File: src/rtl/div_stream_ctrl.sv
// div_stream_ctrl: valid/ready front-end for the pipelined divider.
// Issues tagged operand pairs into the divider, tracks in-flight slots in a
// shadow shift register, and queues quotient+tag in issue order in an output
// FIFO. Issue is credit-gated so the FIFO can never overflow.
module div_stream_ctrl #(
  parameter int DIV_LAT   = 13,
  parameter int OUT_DEPTH = 16,
  parameter int TAG_W     = 4
) (
  input  logic             clk,
  input  logic             rst,
  input  logic             in_valid,
  output logic             in_ready,
  input  logic [12:0]      in_dividend,
  input  logic [12:0]      in_divisor,
  input  logic [TAG_W-1:0] in_tag,
  output logic             div_start,
  output logic [12:0]      div_dividend,
  output logic [12:0]      div_divisor,
  input  logic [11:0]      div_quotient,
  input  logic             div_done,
  output logic             out_valid,
  input  logic             out_ready,
  output logic [11:0]      out_quotient,
  output logic [TAG_W-1:0] out_tag,
  output logic             err
);

  localparam int CNT_W = $clog2(OUT_DEPTH + 1);
  localparam int PTR_W = $clog2(OUT_DEPTH);
  localparam int ENT_W = 12 + TAG_W;

  logic [DIV_LAT-1:0] sh_v_q, sh_v_d;
  logic [TAG_W-1:0]   sh_tag_q [DIV_LAT];
  logic [TAG_W-1:0]   sh_tag_d [DIV_LAT];
  logic [ENT_W-1:0]   mem_q [OUT_DEPTH];
  logic [ENT_W-1:0]   mem_d [OUT_DEPTH];
  logic [PTR_W-1:0]   wr_ptr_q, wr_ptr_d;
  logic [PTR_W-1:0]   rd_ptr_q, rd_ptr_d;
  logic [CNT_W-1:0]   inflight_q, inflight_d;
  logic [CNT_W-1:0]   fifo_cnt_q, fifo_cnt_d;
  logic               err_q, err_d;

  logic               in_fire;
  logic               advance;
  logic               capture;
  logic               pop;
  logic [CNT_W:0]     credit_sum;
  logic [ENT_W-1:0]   head;

  // Handshake, credit check and divider drive; bubbles are 0/1 so the divider never sees x/0.
  always_comb begin
    credit_sum   = {1'b0, inflight_q} + {1'b0, fifo_cnt_q};
    in_ready     = !rst && (credit_sum < (CNT_W + 1)'(OUT_DEPTH));
    in_fire      = in_valid && in_ready;
    advance      = !rst && (in_fire || (inflight_q != '0));
    capture      = advance && sh_v_q[DIV_LAT-1];
    out_valid    = (fifo_cnt_q != '0);
    pop          = out_valid && out_ready;
    div_start    = advance;
    div_dividend = 13'd0;
    div_divisor  = 13'd0;
    if (!rst) begin
      div_dividend = in_fire ? in_dividend : 13'd0;
      div_divisor  = in_fire ? in_divisor  : 13'd1;
    end
    head         = mem_q[rd_ptr_q];
    out_quotient = head[ENT_W-1:TAG_W];
    out_tag      = head[TAG_W-1:0];
    err          = err_q;
  end

  // Shadow register moves in lockstep with the divider pipeline and freezes with it.
  always_comb begin
    sh_v_d   = sh_v_q;
    sh_tag_d = sh_tag_q;
    if (advance) begin
      sh_v_d[0]   = in_fire;
      sh_tag_d[0] = in_tag;
      for (int i = 1; i < DIV_LAT; i++) begin
        sh_v_d[i]   = sh_v_q[i-1];
        sh_tag_d[i] = sh_tag_q[i-1];
      end
    end
  end

  // Output FIFO, in-flight counter and sticky error next-state.
  always_comb begin
    mem_d      = mem_q;
    wr_ptr_d   = wr_ptr_q;
    rd_ptr_d   = rd_ptr_q;
    inflight_d = inflight_q;
    fifo_cnt_d = fifo_cnt_q;
    err_d      = err_q || (capture && !div_done);
    if (capture) begin
      mem_d[wr_ptr_q] = {div_quotient, sh_tag_q[DIV_LAT-1]};
      wr_ptr_d        = wr_ptr_q + PTR_W'(1);
    end
    if (pop) begin
      rd_ptr_d = rd_ptr_q + PTR_W'(1);
    end
    case ({in_fire, capture})
      2'b10:   inflight_d = inflight_q + CNT_W'(1);
      2'b01:   inflight_d = inflight_q - CNT_W'(1);
      default: inflight_d = inflight_q;
    endcase
    case ({capture, pop})
      2'b10:   fifo_cnt_d = fifo_cnt_q + CNT_W'(1);
      2'b01:   fifo_cnt_d = fifo_cnt_q - CNT_W'(1);
      default: fifo_cnt_d = fifo_cnt_q;
    endcase
  end

  // State registers; reset discards everything in flight or queued.
  always_ff @(posedge clk) begin
    if (rst) begin
      sh_v_q     <= '0;
      wr_ptr_q   <= '0;
      rd_ptr_q   <= '0;
      inflight_q <= '0;
      fifo_cnt_q <= '0;
      err_q      <= 1'b0;
      for (int i = 0; i < DIV_LAT; i++) sh_tag_q[i] <= '0;
      for (int i = 0; i < OUT_DEPTH; i++) mem_q[i] <= '0;
    end else begin
      sh_v_q     <= sh_v_d;
      sh_tag_q   <= sh_tag_d;
      mem_q      <= mem_d;
      wr_ptr_q   <= wr_ptr_d;
      rd_ptr_q   <= rd_ptr_d;
      inflight_q <= inflight_d;
      fifo_cnt_q <= fifo_cnt_d;
      err_q      <= err_d;
    end
  end

endmodule

File: config.mk
export PLATFORM = sky130hd
export DESIGN_NAME = div_stream_ctrl
export DESIGN_NICKNAME = d
export VERILOG_FILES = /design/src/rtl/div_stream_ctrl.sv
export SDC_FILE = /design/constraint.sdc
export NUM_CORES = 1
export LEC_CHECK = 0
export CORE_MARGIN = 2
export CORE_UTILIZATION = 60
export DETAILED_ROUTE_END_ITERATION = 7
export MAX_ROUTING_LAYER = met4
export PLACE_DENSITY = 0.8
export SLEW_MARGIN = 20
export SYNTH_ARGS = -nofsm -noshare
export SYNTH_HDL_FRONTEND = slang
export SYNTH_SLANG_ARGS = --single-unit
export TNS_END_PERCENT = 5
File: constraint.sdc
create_clock -name clk -period 5.34 [get_ports clk]
set_clock_uncertainty 0.05 [all_clocks]
set_input_delay 1.068 -clock clk [delete_from_list [all_inputs] [get_ports clk]]
set_output_delay 1.068 -clock clk [all_outputs]
set_load 0.01 [all_outputs]
==> qor.csv <==
metric,value,unit
status,"complete, no violations",
"Slowest-stage cell, CP",or4_4,
Post-Syn Nets,1827,
synthesized flop and latch total,340,
Synthesis Warnings,0,
share of cells above drive strength 1,10.7,%
area grow syn2layout,11.8,%
initial core utilization,61.2,%
GP Congestion,0.776,
GR Overflow Total,0,
Via density,6.58,
"Req. time, crit path",4.22,ns
CTS tree,done,
fraction of power spent switching nets,22.9,%
leading area contributor after synthesis,dfxtp_1,
die width,164,um
Final HPWL DP,21.2,mm
type of origin of the critical path,input port,
Worst Hold Class,reg2reg,
largest net degree at the start of global routing,227,
Setup CP Type,in2out,
Ports,93,
synthesized area,15400,um^2
fin nets,1766,
CTS root buffer,clkbuf_16,
CP Cell Sequence,"buf_8, or4_4, o211ai_2, nor2_4, nor2_1, clkdlybuf4s50_1",
Max Clock Freq,227,MHz
drt total wl,41.6,mm
top_reg_cell synth,dfxtp_1,
RSZ-0062 raised after global routing,false,
VDD IR-drop max,0.218,mV
sequential share of the synthesized area,44.1,%
crit path max fanout,122,
clock-pin slew on the worst setup and hold paths,0.06,ns
worst skew pair latency,0.52,ns
max cap viols,0,
Synth Area per Inst,8.75,um^2
cts bufs inserted,36,
Yosys cell types,41,
PortBufs,92,
Critical Path End Type,output pin,
Clock Path Buffers,3,
Global Route Usage Sum,31.6,%
Setup TNS,0,ns
vias in the first global route,12900,
Tot Pwr,5.22,mW
leakage power,5.45,nW
number of synthesized flops with an enable pin,0,
FF+latch area,6810,um^2
final hold slack,0.399,ns
largest stage delay on the critical path,0.65,ns
initial DRC count,1912,
final hold vios,0,
clk sink count,340,
Avg WL per Cell,20.3,um
fin crit period,4.40,ns
DRC,0,
Critical Path AT,3.28,ns
H-tree Lvls,2,
cell row count,58,
P_sw,1.20,mW
fill cell count,1963,
Clock power frac,46.2,%
Area contributors post-synth,"dfxtp_1 44%, mux4_2 12%, a21oi_1 11%",
share of the synthesized area in the top cell type,44.1,%
"FFs w/ async S/R, synth",0,%
drt first pass iters,5,
Post-CTS Setup Bufs,0,
final worst-path cycle share,82.3,%
part of the power in combinational logic,5.0,%
antenna-violating nets left,0,
share of power burned in registers,48.8,%
first-pass GRT wire length,66.6,mm
r2r setup slk,1.69,ns
Worst slew margin,20.7,%
Die ar.,27000,um^2
multi-input combinational cell area,7650,um^2
internal power,4.03,mW
actual slew at the worst max-slew pin,1.19,ns
Post-Syn Instances,1761,
CTS resizes,0,
die height,164,um
Setup Viol. Count Final,0,
Pins Over Slew Limit,0,
initial antenna violation count,4,
PwrDens,303,nW/um^2
Post-CTS Hold Fix Bufs,0,
vias,13500,
Core Area,25200,um^2
[power groups by stage]
stage | sequential (mW) | clock, mW | combinational (mW)
2_1_floorplan | 2.60 | 0 | 0.170
3_3_place_gp | 2.60 | 0 | 0.257
3_5_place_dp | 2.61 | 0 | 0.259
4_1_cts | 2.55 | 2.43 | 0.259
5_1_grt | 2.55 | 2.53 | 0.280
6_report | 2.55 | 2.41 | 0.263
[worst max-delay path: cells and delay by family]
| kind | cells | cell delay (ns) |
|---|---|---|
| and+or+nand+nor | 3 | 0.81 |
| AOI/OAI and AO/OA | 1 | 0.54 |
| buffers and inverters | 2 | 0.80 |
[worst paths after layout]
check | startpoint | to | cells after the start
worst max-delay path | rst | div_start | 6
worst min-delay path | sh_tag_q[9]$_SDFFE_PP0N_ | sh_tag_q[9]$_SDFFE_PP0N_ | 2
worst max register to register | fifo_cnt_q[4]$_SDFFE_PP0P_ | fifo_cnt_q[4]$_SDFFE_PP0P_ | 12
worst min register to register | sh_tag_q[9]$_SDFFE_PP0N_ | sh_tag_q[9]$_SDFFE_PP0N_ | 2
[routing by layer]
layer  vias to the layer above  global-route usage, %  routed length, um
met4                         0                   13.2               1270
met1                      6524                   39.1              16200
met2                       716                   51.5              20300
li1                       6186                      -                  -
met3                       107                   5.13               3860
met5                         -                      -                  0
[sequential cells by signal (all words and copies together) (netlist names)]
signal,flops
inflight_q,5
wr_ptr_q,4
err,1
sh_tag_q,52
rd_ptr_q,4
mem_q,256
fifo_cnt_q,5
sh_v_q,13
[cells in the final DEF, fill, tap and decap left out, types with 3 or more instances in the layout]
| cell type | count |
|---|---|
| dfxtp_1 | 338 |
| a21oi_1 | 333 |
| o21ai_0 | 261 |
| nand3_1 | 259 |
| nand2_1 | 136 |
| clkdlybuf4s50_1 | 91 |
| mux4_2 | 80 |
| clkbuf_16 | 38 |
| and3_1 | 25 |
| nor2_1 | 21 |
| buf_4 | 20 |
| ha_1 | 17 |
| inv_1 | 11 |
| clkbuf_8 | 8 |
| clkbuf_1 | 7 |
| xnor2_1 | 6 |
| xor2_1 | 5 |
| buf_12 | 5 |
| diode_2 | 4 |
| nor2b_1 | 4 |
| a21boi_4 | 4 |
| o21ai_4 | 4 |
| mux2i_1 | 4 |
| clkinv_2 | 4 |
| a21o_1 | 3 |
| inv_6 | 3 |
[cell type report]
cell class	count	area share (%)
Tap cell	330	2.39
Clock inverter	7	0.268
Timing Repair Buffer	117	6.82
Clock buffer	53	6.31
Sequential cell	340	39.5
Multi-Input combinational cell	1194	44.4
Inverter	11	0.239
Antenna cell	4	0.0581
[stage by stage]
stage	std cells	utilization [%]	setup slack, ns	cell area [um^2]
after floorplan	1761	-	1.14	15400
after global placement	1992	63.9	0.950	16100
after detailed placement	1992	63.9	0.888	16100
after CTS	2052	68.4	0.908	17200
after global routing	2056	68.5	0.797	17200
final	2056	68.5	0.943	17200
[cell families after synthesis]
kind of cell | count (synthesis) | share of synthesized area (%)
and+or+nand+nor | 466 | 14.3
DFF | 340 | 44.1
AOI/OAI and AO/OA | 613 | 20.4
buffers and inverters | 227 | 6.93
muxes | 85 | 12.0
adders and majority gates | 19 | 1.64
xor gates and xnor gates | 11 | 0.625
[cell usage after synthesis (all sizes together), types with 2 or more instances]
library cell / instances
a21boi: 5
a21o: 3
a21oi: 333
a31oi: 2
and3: 26
buf: 55
clkbuf: 161
dfxtp: 340
fa: 2
ha: 17
inv: 11
mux2i: 4
mux4: 80
nand2: 137
nand2b: 2
nand3: 260
nand4: 2
nor2: 23
nor2b: 4
nor3: 3
nor4: 2
o21ai: 265
or3: 3
xnor2: 6
xor2: 5
No activity file was read; power rests on OpenSTA's default activity.
